File: config.mk
export PLATFORM = sky130hd
export DESIGN_NAME = ahb_matrix_decoder_param
export DESIGN_NICKNAME = d
export VERILOG_FILES = /design/src/rtl/ahb_matrix_decoder_param.sv
export SDC_FILE = /design/constraint.sdc
export NUM_CORES = 1
export LEC_CHECK = 0
export BUFFER_PORTS_ARGS = -buffer_cell sky130_fd_sc_hd__buf_2
export CELL_PAD_IN_SITES_DETAIL_PLACEMENT = 0
export CELL_PAD_IN_SITES_GLOBAL_PLACEMENT = 1
export CORE_AREA = 8 8 147 149
export DETAILED_ROUTE_END_ITERATION = 6
export DIE_AREA = 0 0 155 157
export PLACE_DENSITY_LB_ADDON = 0.1
export REMOVE_ABC_BUFFERS = 1
export SLEW_MARGIN = 10
export SYNTH_ARGS = -nofsm -noshare
export SYNTH_HDL_FRONTEND = slang
export SYNTH_SLANG_ARGS = --single-unit
File: constraint.sdc
create_clock -name HCLK -period 2.54 [get_ports HCLK]
set_input_delay 0.762 -clock HCLK [delete_from_list [all_inputs] [get_ports HCLK]]
set_output_delay 0.762 -clock HCLK [all_outputs]
set_load 0.05 [all_outputs]
File: src/rtl/ahb_matrix_decoder_param.sv
`default_nettype none
// ============================================================================
//  Module      : ahb_matrix_decoder_param
//  Description : Input-side decoder of an AHB bus matrix. Decodes the address
//                phase of one input port onto one of NUM_PORTS output stages
//                or onto an internal ERROR default slave. It registers the
//                data-phase port select and returns the selected stage's
//                response to the input stage. A sticky register captures the
//                address of the first decode error.
//
//  Ports       : HCLK / HRESET      clock, asynchronous active-high reset
//                HREADYS, sel_dec,  address phase from the input stage
//                decode_addr_dec,
//                trans_dec, remap
//                *_dec_vec inputs   per-output-stage active/response/data
//                sel_dec_vec        one-hot HSEL to the output stages
//                active_dec         active flag of the selected stage
//                HREADYOUTS, HRESPS,
//                HRDATAS, HRUSERS   data-phase response to the input stage
//                err_valid/err_addr sticky decode-error capture
//                err_clr            clears err_valid
//
//  Revision    : 1.0 - initial release
// ============================================================================
module ahb_matrix_decoder_param #(
   parameter int                        NUM_PORTS   = 4,
   parameter int                        PW          = 3,
   parameter logic [NUM_PORTS*22-1:0]   REGION_BASE = {NUM_PORTS{22'h0}},
   parameter logic [NUM_PORTS*22-1:0]   REGION_LAST = {NUM_PORTS{22'h0}},
   parameter int                        REMAP_PORT  = 1,
   parameter int                        DW          = 32
) (
   input  logic                      HCLK,
   input  logic                      HRESET,
   input  logic                      HREADYS,
   input  logic                      sel_dec,
   input  logic [21:0]               decode_addr_dec,
   input  logic [1:0]                trans_dec,
   input  logic                      remap,
   input  logic [NUM_PORTS-1:0]      active_dec_vec,
   input  logic [NUM_PORTS-1:0]      readyout_dec_vec,
   input  logic [2*NUM_PORTS-1:0]    resp_dec_vec,
   input  logic [DW*NUM_PORTS-1:0]   rdata_dec_vec,
   input  logic [DW*NUM_PORTS-1:0]   ruser_dec_vec,
   output logic [NUM_PORTS-1:0]      sel_dec_vec,
   output logic                      active_dec,
   output logic                      HREADYOUTS,
   output logic [1:0]                HRESPS,
   output logic [DW-1:0]             HRDATAS,
   output logic [DW-1:0]             HRUSERS,
   output logic                      err_valid,
   output logic [21:0]               err_addr,
   input  logic                      err_clr
);

   localparam logic [PW-1:0] c_def_port   = PW'(NUM_PORTS);
   localparam logic [PW-1:0] c_remap_port = PW'(REMAP_PORT);
   localparam logic [1:0]    c_trans_idle = 2'b00;
   localparam logic [1:0]    c_resp_okay  = 2'b00;
   localparam logic [1:0]    c_resp_error = 2'b01;

   typedef enum logic [1:0] {
      S_IDLE = 2'd0,
      S_ERR1 = 2'd1,
      S_ERR2 = 2'd2
   } dflt_state_t;

   dflt_state_t          r_state;
   dflt_state_t          w_state_nxt;
   logic [PW-1:0]        r_data_port;
   logic                 r_err_valid;
   logic [21:0]          r_err_addr;

   logic [NUM_PORTS-1:0] w_hit;
   logic [PW-1:0]        w_addr_port;
   logic                 w_dflt_xfer;
   logic                 w_err_event;

   // ------------------------------------------------------------------------
   // Region hit flags; an empty region (last < base) can never satisfy both
   // unsigned compares.
   // ------------------------------------------------------------------------
   always_comb begin
      w_hit = '0;
      for (int i = 0; i < NUM_PORTS; i++) begin
         w_hit[i] = (decode_addr_dec >= REGION_BASE[i*22 +: 22]) &&
                    (decode_addr_dec <= REGION_LAST[i*22 +: 22]);
      end
   end

   // ------------------------------------------------------------------------
   // Address-phase port code. IDLE keeps the current data-phase port so the
   // selected stage does not toggle between bursts. The priority loop runs
   // downwards so the lowest overlapping region wins.
   // ------------------------------------------------------------------------
   always_comb begin
      w_addr_port = c_def_port;
      if (trans_dec == c_trans_idle) begin
         w_addr_port = r_data_port;
      end else if (remap && w_hit[0]) begin
         w_addr_port = c_remap_port;
      end else begin
         for (int i = NUM_PORTS - 1; i >= 0; i--) begin
            if (w_hit[i]) begin
               w_addr_port = PW'(i);
            end
         end
      end
   end

   // Select and active flag; codes without a real port drive no select.
   always_comb begin
      sel_dec_vec = '0;
      active_dec  = 1'b1;
      for (int i = 0; i < NUM_PORTS; i++) begin
         if (w_addr_port == PW'(i)) begin
            sel_dec_vec[i] = sel_dec;
            active_dec     = active_dec_vec[i];
         end
      end
   end

   // ------------------------------------------------------------------------
   // Data-phase port register
   // ------------------------------------------------------------------------
   always_ff @(posedge HCLK or posedge HRESET) begin
      if (HRESET) begin
         r_data_port <= '0;
      end else if (HREADYS) begin
         r_data_port <= w_addr_port;
      end
   end

   // ------------------------------------------------------------------------
   // Data-phase response mux; the default slave supplies the fallback values.
   // ------------------------------------------------------------------------
   always_comb begin
      HREADYOUTS = (r_state != S_ERR1);
      HRESPS     = (r_state == S_IDLE) ? c_resp_okay : c_resp_error;
      HRDATAS    = '0;
      HRUSERS    = '0;
      for (int i = 0; i < NUM_PORTS; i++) begin
         if (r_data_port == PW'(i)) begin
            HREADYOUTS = readyout_dec_vec[i];
            HRESPS     = resp_dec_vec[2*i +: 2];
            HRDATAS    = rdata_dec_vec[DW*i +: DW];
            HRUSERS    = ruser_dec_vec[DW*i +: DW];
         end
      end
   end

   // ------------------------------------------------------------------------
   // Default slave: two-cycle ERROR response to NONSEQ/SEQ transfers.
   // ------------------------------------------------------------------------
   assign w_dflt_xfer = sel_dec & HREADYS & trans_dec[1] & (w_addr_port == c_def_port);

   always_ff @(posedge HCLK or posedge HRESET) begin
      if (HRESET) begin
         r_state <= S_IDLE;
      end else begin
         r_state <= w_state_nxt;
      end
   end

   always_comb begin
      w_state_nxt = r_state;
      case (r_state)
         S_IDLE:  w_state_nxt = w_dflt_xfer ? S_ERR1 : S_IDLE;
         S_ERR1:  w_state_nxt = S_ERR2;
         S_ERR2:  w_state_nxt = w_dflt_xfer ? S_ERR1 : S_IDLE;
         default: w_state_nxt = S_IDLE;
      endcase
   end

   // An error event is any entry into ERR1 (from IDLE or ERR2).
   assign w_err_event = w_dflt_xfer && (r_state != S_ERR1);

   // ------------------------------------------------------------------------
   // Sticky error capture; a coinciding clear and new error keeps the new one.
   // ------------------------------------------------------------------------
   always_ff @(posedge HCLK or posedge HRESET) begin
      if (HRESET) begin
         r_err_valid <= 1'b0;
         r_err_addr  <= '0;
      end else if (w_err_event && (!r_err_valid || err_clr)) begin
         r_err_valid <= 1'b1;
         r_err_addr  <= decode_addr_dec;
      end else if (err_clr) begin
         r_err_valid <= 1'b0;
      end
   end

   assign err_valid = r_err_valid;
   assign err_addr  = r_err_addr;

endmodule
`default_nettype wire

==> impl_metrics.yaml <==
outcome:
  status: "finished, violations left"
  violations: "setup timing"
setup_path:
  rr_startpoint: "r_state[0]"
  ff2ff_setup_slack_ns: 1.02
  crit_arrival_ns: 1.95
  criticalPathCategory: "input pin to output port"
  start_kind: "input pin"
  r2r_end: "err_addr[17]"
  worst_setup_path_end_kind: "output port"
  critPathRequiredTime_ns: 1.78
  reg2reg_depth: 5
  critical_path.max_fanout: 4
timing:
  finalSetupViolCount: 69
  timing.fmax_mhz: 368
  skew_ns: 0.00191
  tightest_slew_ns: 0.458
  worst_slack_ns: -0.175
  report.final.slew_viol_count: 0
  slew-limit-headroom_pct: 69.4
  rsz0062_at_grt: "yes"
  hold_slack_ns: 0.438
  final_hold_viol_count: 0
  min_period_ns: 2.72
  final.setup.tns_ns: -5.75
  final.period_utilization_pct: 107
die:
  die_y_um: 157
  core_area_um2: 19200
  rows: 51
  start_util_pct: 17.0
  fp.dieW_um: 155
  ios: 397
  die_area_um2: 24300
cts:
  postCtsHoldBufs: 0
  clk_pin_slew_ns: 0.07
  cts_tree: "done"
  clock-sinks: 28
  htree_levels: 1
  cts_buffer_depth: 2
  cts_root_buffer: "clkbuf_16"
  cts_buffers: 3
  clk_latency_ns: 0.26
layout:
  multi_input_area_um2: 2660
  n_fill_cell: 1948
  drive_above_1_share_pct: 88.3
  fin_nets: 979
  seq_area_um2: 706
  postLayoutCoreUtil_pct: 36.4
  layout_common_cells: "buf_2 (316), mux4_2 (68), and2_4 (65), buf_6 (61), buf_4 (32)"
  final_area_um2: 6980
  layout_commonest_cell: "buf_2"
  synthToLayoutAreaGrowth_pct: 114
routing:
  drt_iter0_drc: 141
  viasPerCell: 4.51
  wl_mm: 22.5
  drc: 0
  vias: 4258
  wl_per_cell_um: 23.8
  detail-route-antenna-nets: 0
  first_pass_iters: 4
power:
  switching_power_mw: 0.982
  pwr-share-clk_pct: 16.6
  power_leakage_nw: 3.32
  internal_power_mw: 1.37
  p_comb_share_pct: 60.5
  cellPowerDensity_nw_per_um2: 337
  power.total_mw: 2.35
  peakVddDrop_v: 0.000271
  p_sw_share_pct: 41.8
  seqPwrFrac_pct: 22.9
synthesis:
  synth-seq-cells: 28
  synth.top_cell.area_share_pct: 46.8
  syn_avg_cell_area_um2: 12.7
  synth_top_area_cell: "mux4_2"
  seq_area_frac_synth_pct: 21.4
  syn_inst: 257
  yosysWarnings: 0
  synth_cell_types: 28
  synth_area_leaders: "mux4_2 (47%), dfrtp_1 (21%), and2_1 (13%)"
  synth_area_um2: 3270
global_route:
  grt_pass1_vias: 4612
  grt_overflow: 0
  use_met2_pct: 31.4
  gr-usage-met3_pct: 4.33
  grt_pass1_wl_mm: 31.2
  antenna_found_initial: 5
  grt_start_max_net_pins: 60
  grt_usage_pct: 16.7
  met1_usage_pct: 19.2
  busiest_layer: "met2"
placement:
  postPlaceCellArea_um2: 5810
  io_buffer_count: 396
  gp_congestion: 0.924
  place_hpwl_mm: 18.8
worst_hold_path:
  holdPathStages: 1
  hold_class: "flip-flop to flip-flop"
  min_to: "r_state[0]"
  hold_start: "r_state[0]"
flow_run:
  maxCapViolCount: 0
==> sequential cells by signal, summed over array words and instances (netlist names) <==
name	flops
r_state	2
err_valid	1
err_addr	22
r_data_port	3
==> power groups by stage <==
stage	clock [mW]	combinational, mW	sequential (mW)
after floorplan	0	0.518	0.738
after global placement	0	1.20	0.544
after detailed placement	0	1.20	0.543
after CTS	0.403	1.37	0.538
after global routing	0.421	1.50	0.546
final	0.390	1.42	0.538
==> worst max path at each step <==
stage	from	to	slack, ns	cells after the start
finish	decode_addr_dec[18]	sel_dec_vec[0]	-0.18	7
CTS	r_data_port[0]	HRUSERS[4]	-0.21	4
global route	decode_addr_dec[8]	sel_dec_vec[0]	-0.28	7
detailed placement	decode_addr_dec[10]	sel_dec_vec[0]	-0.47	8
global placement	decode_addr_dec[10]	sel_dec_vec[0]	-0.49	8
floorplan	r_data_port[0]	active_dec	-2.35	3
==> metal layers <==
layer	vias up	wire [µm]
li1	1896	-
met1	2142	8290
met2	200	12400
met3	14	1740
met4	6	95
met5	-	45
==> through the flow <==
stage                     instances  setup WS (ns)
after CTS                       932         -0.209
after detailed placement        923         -0.466
after global placement          923         -0.490
final                           945         -0.175
after floorplan                 227          -2.35
after global routing            943         -0.285
==> cell families after synthesis <==
kind of cell	count (synthesis)	share of synthesized area, %
and+or+nand+nor	96	18.0
muxes	69	47.1
buffers and inverters	34	4.90
AOI/OAI and AO/OA	30	8.53
DFF	28	21.4
==> critical path: stages <==
cell and delay, ns:
buf_8 0.10, nor4_4 0.26, nand4_1 0.19, nor2_1 0.15, buf_4 0.14, a41o_1 0.17
buf_6 0.16
==> Yosys cell counts <==
cell	count
nor2b_1	2
buf_1	1
nor3_1	2
mux2i_1	1
clkbuf_1	15
nand2_1	10
and3b_1	1
nor3b_2	1
buf_4	6
nand4_1	1
and3_1	1
inv_1	4
o21ai_0	3
a41o_1	2
and2_1	66
buf_2	8
dfrtp_1	28
a32o_1	22
o32ai_1	1
or2_1	1
a31oi_1	1
nor4_1	5
nor3_4	1
nor3b_1	1
o41ai_1	1
mux4_2	68
nor2_1	3
nand3_2	1
==> timing repair <==
| action | in CTS | in global routing |
|---|---|---|
| setup buffers | 4 | 6 |
| setup endpoints to repair | 72 | 72 |
| pin swaps | 10 | 17 |
| gates resized for setup | 197 | 74 |
| gates cloned | 2 | 5 |
==> layout make-up <==
type | instances | area share [%]
Antenna cell | 4 | 0.143
Clock buffer | 4 | 1.27
Inverter | 4 | 0.215
Multi-Input combinational cell | 195 | 38.1
Sequential cell | 28 | 10.1
Tap cell | 265 | 4.75
Timing Repair Buffer | 445 | 45.5
Note: power is estimated with default switching activity, not from simulation.
